File: src/rtl/load_store_unit_pkg.sv
// Shared encodings for the load/store unit: access sizes, FSM states and
// the small decode helpers both the control path and the bench rely on.
package load_store_unit_pkg;

    localparam logic [1:0] SZ_BYTE = 2'b00;
    localparam logic [1:0] SZ_HALF = 2'b01;
    localparam logic [1:0] SZ_WORD = 2'b10;

    localparam int DEFAULT_MAX_WAIT = 15;

    typedef enum logic [1:0] {
        ST_IDLE   = 2'b00,
        ST_ACCESS = 2'b01,
        ST_DONE   = 2'b10
    } lsu_state_e;

    // Index of the final byte of an access; the reserved size behaves as a word.
    function automatic logic [1:0] last_byte(input logic [1:0] size);
        case (size)
            SZ_BYTE: last_byte = 2'd0;
            SZ_HALF: last_byte = 2'd1;
            default: last_byte = 2'd3;
        endcase
    endfunction

    function automatic logic is_misaligned(input logic [1:0] size, input logic [1:0] addr_lo);
        is_misaligned = ((size == SZ_HALF) && addr_lo[0]) ||
                        ((size == SZ_WORD) && (addr_lo != 2'b00));
    endfunction

endpackage

File: src/rtl/load_store_unit_load_extend.sv
// Sign/zero extension of an assembled little-endian load value to 32 bits.
module load_extend
    import load_store_unit_pkg::*;
(
    input  logic [31:0] data_i,
    input  logic [1:0]  size_i,
    input  logic        unsigned_i,
    output logic [31:0] result_o
);

    always_comb begin
        case (size_i)
            SZ_BYTE: result_o = {{24{data_i[7] & ~unsigned_i}}, data_i[7:0]};
            SZ_HALF: result_o = {{16{data_i[15] & ~unsigned_i}}, data_i[15:0]};
            default: result_o = data_i;
        endcase
    end

endmodule

File: src/rtl/load_store_unit.sv
// MEM-stage initiator: splits byte/half/word loads and stores into a
// little-endian sequence of byte req/ack transactions, stalling until done.
module load_store_unit
    import load_store_unit_pkg::*;
#(
    parameter int MAX_WAIT = DEFAULT_MAX_WAIT,
    parameter int CNT_W    = 8
) (
    input  logic        clk_i,
    input  logic        rst_i,
    input  logic        MemRead_i,
    input  logic        MemWrite_i,
    input  logic [1:0]  Size_i,
    input  logic        Unsigned_i,
    input  logic [31:0] Addr_i,
    input  logic [31:0] WriteData_i,
    output logic [31:0] ReadData_o,
    output logic        Stall_o,
    output logic        Misaligned_o,
    output logic        BusErr_o,
    output logic        MemReq_o,
    output logic        MemWe_o,
    output logic [31:0] MemAddr_o,
    output logic [7:0]  MemWData_o,
    input  logic        MemAck_i,
    input  logic [7:0]  MemRData_i
);

    lsu_state_e       state_q,  state_d;
    logic [1:0]       cnt_q,    cnt_d;
    logic [CNT_W-1:0] wait_q,   wait_d;
    logic [31:0]      rdata_q,  rdata_d;
    logic             req_q,    req_d;
    logic             we_q,     we_d;
    logic [31:0]      maddr_q,  maddr_d;
    logic [7:0]       mwdata_q, mwdata_d;
    logic             berr_q,   berr_d;
    logic [1:0]       size_q,   size_d;
    logic             uns_q,    uns_d;
    logic             store_q,  store_d;
    logic [31:0]      wbuf_q,   wbuf_d;
    logic [31:0]      rbuf_q,   rbuf_d;

    logic             req_any;
    logic             mis;
    logic [1:0]       next_cnt;
    logic [CNT_W-1:0] wait_inc;
    logic [31:0]      assembled;
    logic [31:0]      ext_res;

    assign req_any  = MemRead_i | MemWrite_i;
    assign mis      = is_misaligned(Size_i, Addr_i[1:0]);
    assign next_cnt = cnt_q + 2'd1;
    assign wait_inc = wait_q + CNT_W'(1);

    // Load bytes gathered so far with the byte arriving on this ack merged in.
    always_comb begin
        assembled = rbuf_q;
        assembled[{cnt_q, 3'b000} +: 8] = MemRData_i;
    end

    load_extend u_load_extend (
        .data_i     (assembled),
        .size_i     (size_q),
        .unsigned_i (uns_q),
        .result_o   (ext_res)
    );

    always_comb begin
        state_d  = state_q;
        cnt_d    = cnt_q;
        wait_d   = wait_q;
        rdata_d  = rdata_q;
        req_d    = req_q;
        we_d     = we_q;
        maddr_d  = maddr_q;
        mwdata_d = mwdata_q;
        berr_d   = 1'b0;
        size_d   = size_q;
        uns_d    = uns_q;
        store_d  = store_q;
        wbuf_d   = wbuf_q;
        rbuf_d   = rbuf_q;
        case (state_q)
            ST_IDLE: begin
                if (req_any && !mis) begin
                    state_d  = ST_ACCESS;
                    cnt_d    = 2'd0;
                    wait_d   = '0;
                    size_d   = Size_i;
                    uns_d    = Unsigned_i;
                    store_d  = MemWrite_i;
                    wbuf_d   = WriteData_i;
                    rbuf_d   = '0;
                    req_d    = 1'b1;
                    we_d     = MemWrite_i;
                    maddr_d  = Addr_i;
                    mwdata_d = WriteData_i[7:0];
                end
            end
            ST_ACCESS: begin
                if (MemAck_i) begin
                    wait_d = '0;
                    if (!store_q) rbuf_d = assembled;
                    if (cnt_q == last_byte(size_q)) begin
                        state_d = ST_DONE;
                        req_d   = 1'b0;
                        we_d    = 1'b0;
                        if (!store_q) rdata_d = ext_res;
                    end else begin
                        cnt_d    = next_cnt;
                        maddr_d  = maddr_q + 32'd1;
                        mwdata_d = wbuf_q[{next_cnt, 3'b000} +: 8];
                    end
                end else begin
                    wait_d = wait_inc;
                    if (wait_inc == CNT_W'(MAX_WAIT)) begin
                        state_d = ST_DONE;
                        req_d   = 1'b0;
                        we_d    = 1'b0;
                        berr_d  = 1'b1;
                    end
                end
            end
            default: state_d = ST_IDLE;
        endcase
    end

    always_ff @(posedge clk_i) begin
        if (!rst_i) begin
            state_q  <= ST_IDLE;
            cnt_q    <= 2'd0;
            wait_q   <= '0;
            rdata_q  <= '0;
            req_q    <= 1'b0;
            we_q     <= 1'b0;
            maddr_q  <= '0;
            mwdata_q <= '0;
            berr_q   <= 1'b0;
        end else begin
            state_q  <= state_d;
            cnt_q    <= cnt_d;
            wait_q   <= wait_d;
            rdata_q  <= rdata_d;
            req_q    <= req_d;
            we_q     <= we_d;
            maddr_q  <= maddr_d;
            mwdata_q <= mwdata_d;
            berr_q   <= berr_d;
        end
    end

    // Operand holding registers are pure data and need no reset.
    always_ff @(posedge clk_i) begin
        size_q  <= size_d;
        uns_q   <= uns_d;
        store_q <= store_d;
        wbuf_q  <= wbuf_d;
        rbuf_q  <= rbuf_d;
    end

    assign Stall_o      = ((state_q == ST_IDLE) && req_any && !mis) || (state_q == ST_ACCESS);
    assign Misaligned_o = (state_q == ST_IDLE) && req_any && mis;
    assign BusErr_o     = berr_q;
    assign ReadData_o   = rdata_q;
    assign MemReq_o     = req_q;
    assign MemWe_o      = we_q;
    assign MemAddr_o    = maddr_q;
    assign MemWData_o   = mwdata_q;

endmodule

File: config.mk
export PLATFORM = sky130hd
export DESIGN_NAME = load_store_unit
export DESIGN_NICKNAME = d
export VERILOG_FILES = /design/src/rtl/load_store_unit_pkg.sv /design/src/rtl/load_store_unit_load_extend.sv /design/src/rtl/load_store_unit.sv
export SDC_FILE = /design/constraint.sdc
export NUM_CORES = 1
export LEC_CHECK = 0
export BUFFER_PORTS_ARGS = -buffer_cell sky130_fd_sc_hd__buf_2
export CORE_MARGIN = 2
export CORE_UTILIZATION = 55
export DETAILED_ROUTE_END_ITERATION = 8
export GPL_TIMING_DRIVEN = 0
export PLACE_DENSITY = 0.8
export SYNTH_ARGS = -nofsm -noshare
export SYNTH_HDL_FRONTEND = slang
export SYNTH_SLANG_ARGS = --single-unit
export TNS_END_PERCENT = 20
File: constraint.sdc
create_clock -name clk_i -period 3.5 [get_ports clk_i]
set_input_delay 0.525 -clock clk_i [delete_from_list [all_inputs] [get_ports clk_i]]
set_output_delay 0.525 -clock clk_i [all_outputs]
set_load 0.1 [all_outputs]
### Word-level counts from Yosys, hierarchy flattened

Index checks and enable logic that the tools add are counted.
W data, S select, Z words.

* register bits: 155
* bits of input ports: 80
* output and inout port bits: 77
* word-level logic and storage cells: 98

* add/sub/neg operators: 4
* equality and inequality tests: 12
* shifts and indexed selects: 3
* multiplexer cells: 37
* bitwise operators: 7
* reductions and logical operators: 21

Operators with widths (count)
* $mux W32: 6
* $pmux W32 S2: 3
* $mux W8: 5
* $add A32 B1 Y32 const B: 1
* $bwmux W32: 1
* $pmux W8 S2: 2
* $shift A8 B7 Y32 const A: 1
* $shiftx A32 B6 Y8: 1
* $shiftx A8 B7 Y32: 1
* $mux W2: 9
* $reduce_and A4 Y1: 4
* $pmux W2 S2: 3
* $add A8 B1 Y8 const B: 1
* $eq A8 B4 Y1 const B: 1
* $ne A2 B2 Y1 const B: 4
* $neg A5 Y7: 1
* $eq A2 B1 Y1 const B: 3
* $logic_and A1 B1 Y1: 6
* $mux W1: 6
* $ne A3 B3 Y1 const B: 2
* $logic_not A2 Y1: 2
* $not A1 Y1: 4
* $pmux W1 S2: 2
* $reduce_and A2 Y1: 2
* 10 further kinds: 13

### Logic depth before layout (Yosys ltp)

* depth after elaboration: 8
* depth in mapped cells: 10
* depth with buffers taken out: 7

### Hierarchy

A second synthesis with hierarchy kept.

* cells, all modules: 844
* area total of the unflattened synthesis: 7563.5 µm²

Modules (own cells, without submodules)
* load_store_unit: instances 1, cells an instance 777, area an instance 7208.2 µm², seq. area each 3783.6 µm²
* load_extend: instances 1, cells an instance 67, area an instance 355.3 µm², seq. area each 0.0 µm²

### Worst setup path after synthesis

No wires, ideal clock.

* path type: input-to-reg
* from: input Size_i[1]
* to: register rbuf_q[0], enable pin
* library setup time: 0.432 ns
* arrival: 2.853 ns
* required time: 3.068 ns
* setup slack: 0.215 ns
* cell stages on the path: 5
* buffers on the path: 1
* cell sequence: xnor2_1 > o21a_1 > a21boi_2 > clkbuf_1 > a21oi_1

* cells in the longest elaborated chain, start to end: 7
* elaborated cells on any way between the ends: 9
* those cells by class: eq/ne (3); reduce/logical (6)

Ends and longest elaborated chain
* start, declared: line load_store_unit.sv:13 `input logic [1:0] Size_i,`
* $eq A2 B1 Y1 / $eq A2 B2 Y1 (equally long branches): line load_store_unit_pkg.sv:27, load_store_unit_pkg.sv:28
* $logic_and A1 B1 Y1, on equally long branches: line load_store_unit_pkg.sv:27, load_store_unit_pkg.sv:28
* $logic_or A1 B1 Y1 *: line load_store_unit_pkg.sv:27 `is_misaligned = ((size == SZ_HALF) && addr_lo[0]) ||`
* $logic_not A1 Y1 *: line load_store_unit.sv:86 `if (req_any && !mis) begin`
* $logic_and A1 B1 Y1 *: line load_store_unit.sv:86
* $ne A2 B2 Y1 (no line) *
* $reduce_and A4 Y1 (no line) *
* end signal, assigned: line load_store_unit.sv:159 `rbuf_q <= rbuf_d;`
* end, declared: line load_store_unit.sv:42 `logic [31:0] rbuf_q, rbuf_d;`

Mark *: on every way between the ends. The rest lies on a longest branch, timed or not.
A chain may end at the register's enable or synchronous reset.

### Final worst setup path

* from: register cnt_q[0]
* to: register rbuf_q[27], data pin

* cells in the longest elaborated chain, start to end: 6
* elaborated cells on any way between the ends: 7
* those cells by class: add/sub (1); shift (2); mux (4)

Ends and longest elaborated chain
* start, declared: line load_store_unit.sv:30 `logic [1:0] cnt_q, cnt_d;`
* start signal, assigned: line load_store_unit.sv:142 `cnt_q <= cnt_d;`
* $neg A5 Y7 *: line load_store_unit.sv:59 `assembled[{cnt_q, 3'b000} +: 8] = MemRData_i;`
* $shiftx A8 B7 Y32 / $shift A8 B7 Y32 (equally long branches): line load_store_unit.sv:59
* $bwmux W32 *: line load_store_unit.sv:59
* $mux W32 *: line load_store_unit.sv:104 `if (!store_q) rbuf_d = assembled;`
* $mux W32 *: line load_store_unit.sv:102 `if (MemAck_i) begin`
* $pmux W32 S2 *: line load_store_unit.sv:84 `case (state_q)`

Mark *: on every way between the ends. The rest lies on a longest branch, timed or not. The select of a mux whose other input is x is not followed.

==> impl_metrics.toml <==
[outcome]
status = "finished clean"

[sta]
skew_ns = 0.00975
max-slew-margin-rel = 0.443
min_period_ns = 3.24
post-route-worst-setup-slack_ns = 0.262
rsz0062_at_grt = "no"
max_slew.worst_pin.slew_ns = 0.827
setup-violations-final = 0
max_freq_ghz = 0.309
slew_violations = 0
hold_viol = 0
period_share = 0.925
timing.setup.tns_ns = 0

[setup_path]
cp_common_cell = "buf_2"
rr_worst_depth = 9
end_kind = "register"
r2r-start = "cnt_q[0]"
critPathSlowestCell = "buf_1"
worstPathArrival_ns = 3.39
reg2reg_slack_ns = 0.26
cp_max_fo = 10
critPathKind = "register to register"
crit_path_max_incr_delay_ns = 0.56
worst-endpoint-required_ns = 3.65
crit_chain = "buf_2 > buf_2 > inv_1 > ha_1 > buf_1 > and4bb_2 > and2_1 > a21oi_1 > nor2_1"
worstReg2RegEnd = "rbuf_q[27]"
critPathLaunchType = "register"

[worst_hold_path]
hp-class = "primary input to register"
min_to = "wbuf_q[9]"
hold_path_depth = 1
worstHoldStart = "WriteData_i[9]"

[clocking]
cts_made_buffers = 17
ctsHtreeMaxLevel = 4
numClockSinks = 155
clock_path_buffers = 2
clk_latency_ns = 0.42
postCtsSetupBuffers = 0
cts_tree = "yes"
root_buffer = "clkbuf_16"
clkSlewWorstSetupHoldPaths_ns = 0.07
holdBufCountCts = 0
cts_resized = 0

[power]
sw_frac_of_total = 0.354
internal_power_uw = 3720
seq_power_share = 0.386
combPwrFrac = 0.267
power.density_nw_per_um2 = 627
power_switching_uw = 2040
irDropWorstVdd_mv = 0.387
p_leak_uw = 0.00375
clockPowerShare = 0.347

[die]
io_pins = 157
rows = 42
core_region_area_um2 = 13200
die_area_um2 = 14600
die_x_um = 121
die_y_um = 121
start_util = 0.565

[logic_synthesis]
yosys-top-cells-area = "edfxtp_1, dfxtp_1, nor2_1, a21oi_1, o21ai_0"
yosysTopAreaCell = "edfxtp_1"
synth_edf_count = 68
yosysMostFrequentCell = "nor2_1"
syn_nets = 837
synth_cell_types = 65
synth_common_cells = "nor2_1, dfxtp_1, edfxtp_1"
synth-warning-count = 0
synth_top_area_frac = 0.273
synthArstFlopShare = 0
synth_area_um2 = 7480
synth_top_flop_cell = "dfxtp_1"
yosysSeqAreaShare = 0.506
synth_seq_cells = 155
synth_area_per_cell_um2 = 9.99
syn_inst = 749

[finish]
drive_gt1_frac = 0.271
n_antenna_cell = 0
nNetsFinal = 1013
area_growth_pct = 22.7

[grt]
grt.total_usage = 0.297
grt_max_degree = 36
grt_overflow = 0
antenna_found_initial = 0
grt_pass1_wl_um = 33600
grt_pass1_vias = 6677

[job]
max-cap-violations = 0

[drt]
first_iter_violations = 674
drc = 0
via_count = 6842
wl_um = 21100
firstDrtPassIters = 7
via_per_inst = 6.14
wl_per_cell_um = 18.9
ant_nets = 0

[placement]
pre_cts_slack_ns = 0.355
portBuffers = 155
routabilityCongestion = 0.911
dpl.hpwl_um = 14900
kinds of logic (layout without fill, tap and decap cells):
kind of cell,count (synthesis),after routing,synth area share
buffers and inverters,67,256,0.0411
xor gates and xnor gates,4,4,0.00569
AOI/OAI and AO/OA,230,230,0.218
DFF,155,155,0.506
adders and majority gates,8,8,0.0134
and+or+nand+nor,277,277,0.193
muxes,8,8,0.0241
layout by cell type, fill, tap and decap left out, drive strengths merged, types with 3 or more instances in the layout:
cell | synthesis | final
a211oi | 20 | 20
a21o | 3 | 3
a21oi | 63 | 63
a22oi | 9 | 9
a31oi | 22 | 22
a41oi | 6 | 6
and2 | 6 | 6
and3 | 10 | 10
buf | 27 | 184
bufinv | 0 | 4
clkbuf | 29 | 49
clkinv | 1 | 5
dfxtp | 87 | 87
edfxtp | 68 | 68
ha | 8 | 8
inv | 10 | 12
mux4 | 8 | 8
nand2 | 52 | 52
nand2b | 20 | 20
nand3 | 20 | 20
nand3b | 5 | 5
nand4 | 15 | 15
nor2 | 92 | 92
nor2b | 25 | 25
nor3 | 15 | 15
nor4 | 7 | 7
o211a | 10 | 10
o211ai | 3 | 3
o21a | 4 | 4
o21ai | 41 | 41
o221a | 19 | 19
o22ai | 4 | 4
o311ai | 5 | 5
o31a | 4 | 4
o31ai | 9 | 9
or3 | 4 | 4
xnor2 | 3 | 3
through the flow:
| step | hold slack (ns) | total power (uW) | area [um^2] | cells | util |
|---|---|---|---|---|---|
| final | 0.271 | 5760 | 9180 | 1114 | 0.693 |
| after CTS | 0.258 | 5760 | 9180 | 1114 | 0.693 |
| after floorplan | 0.423 | 3400 | 7480 | 749 | - |
| after global routing | 0.253 | 5960 | 9180 | 1114 | 0.693 |
| after detailed placement | 0.459 | 3770 | 8540 | 1082 | 0.645 |
| after global placement | 0.454 | 3740 | 8480 | 1080 | 0.640 |
worst max path at each step:
stage	start	endpoint	slack, ns	cells after the start
after floorplan	Size_i[1]	rbuf_q[0]	0.21	5
after global placement	Size_i[1]	rbuf_q[1]	-0.82	6
after detailed placement	cnt_q[0]	rbuf_q[27]	0.35	9
after CTS	cnt_q[0]	rbuf_q[27]	0.28	9
after global routing	cnt_q[0]	ReadData_o[31]	0.05	10
final	cnt_q[0]	rbuf_q[27]	0.26	9
layer usage:
metal	GRT usage	vias up	share of wire
li1	-	3166	-
met1	0.372	3211	0.40
met2	0.485	397	0.47
met3	0.0731	68	0.094
met4	0.137	0	0.035
met5	0	-	0
worst max-delay path, delay by kind of cell (launching register included):
kind,cells,cell delay [ns]
flops,1,0.38
simple gates,3,0.62
compound gates,1,0.25
fa+ha+maj,1,0.38
buf+inv,4,1.34
flip-flops by register name (all words and copies together) (netlist names):
signal / cells
MemAddr_o: 32
wait_q: 8
MemReq_o: 1
MemWe_o: 1
cnt_q: 2
wbuf_q: 32
store_q: 1
uns_q: 1
ReadData_o: 32
size_q: 2
MemWData_o: 8
rbuf_q: 32
BusErr_o: 1
state_q: 2
power by group through the flow:
stage	Clock (uW)	Sequential (uW)	Combinational (uW)
2_1_floorplan	0	2800	604
3_3_place_gp	0	2260	1480
3_5_place_dp	0	2250	1520
4_1_cts	2010	2220	1530
5_1_grt	2100	2240	1620
6_report	2000	2220	1540
cell type report:
cell class                      instances  area, um^2
Fill cell                            1053        4060
Sequential cell                       155        3780
Multi-Input combinational cell        527        3410
Timing Repair Buffer                  157         816
Clock buffer                           20         457
Buffer                                 56         267
Tap cell                              176         220
Clock inverter                         12         188
Inverter                               11        41.3
Power figures use the tool's default switching activity.
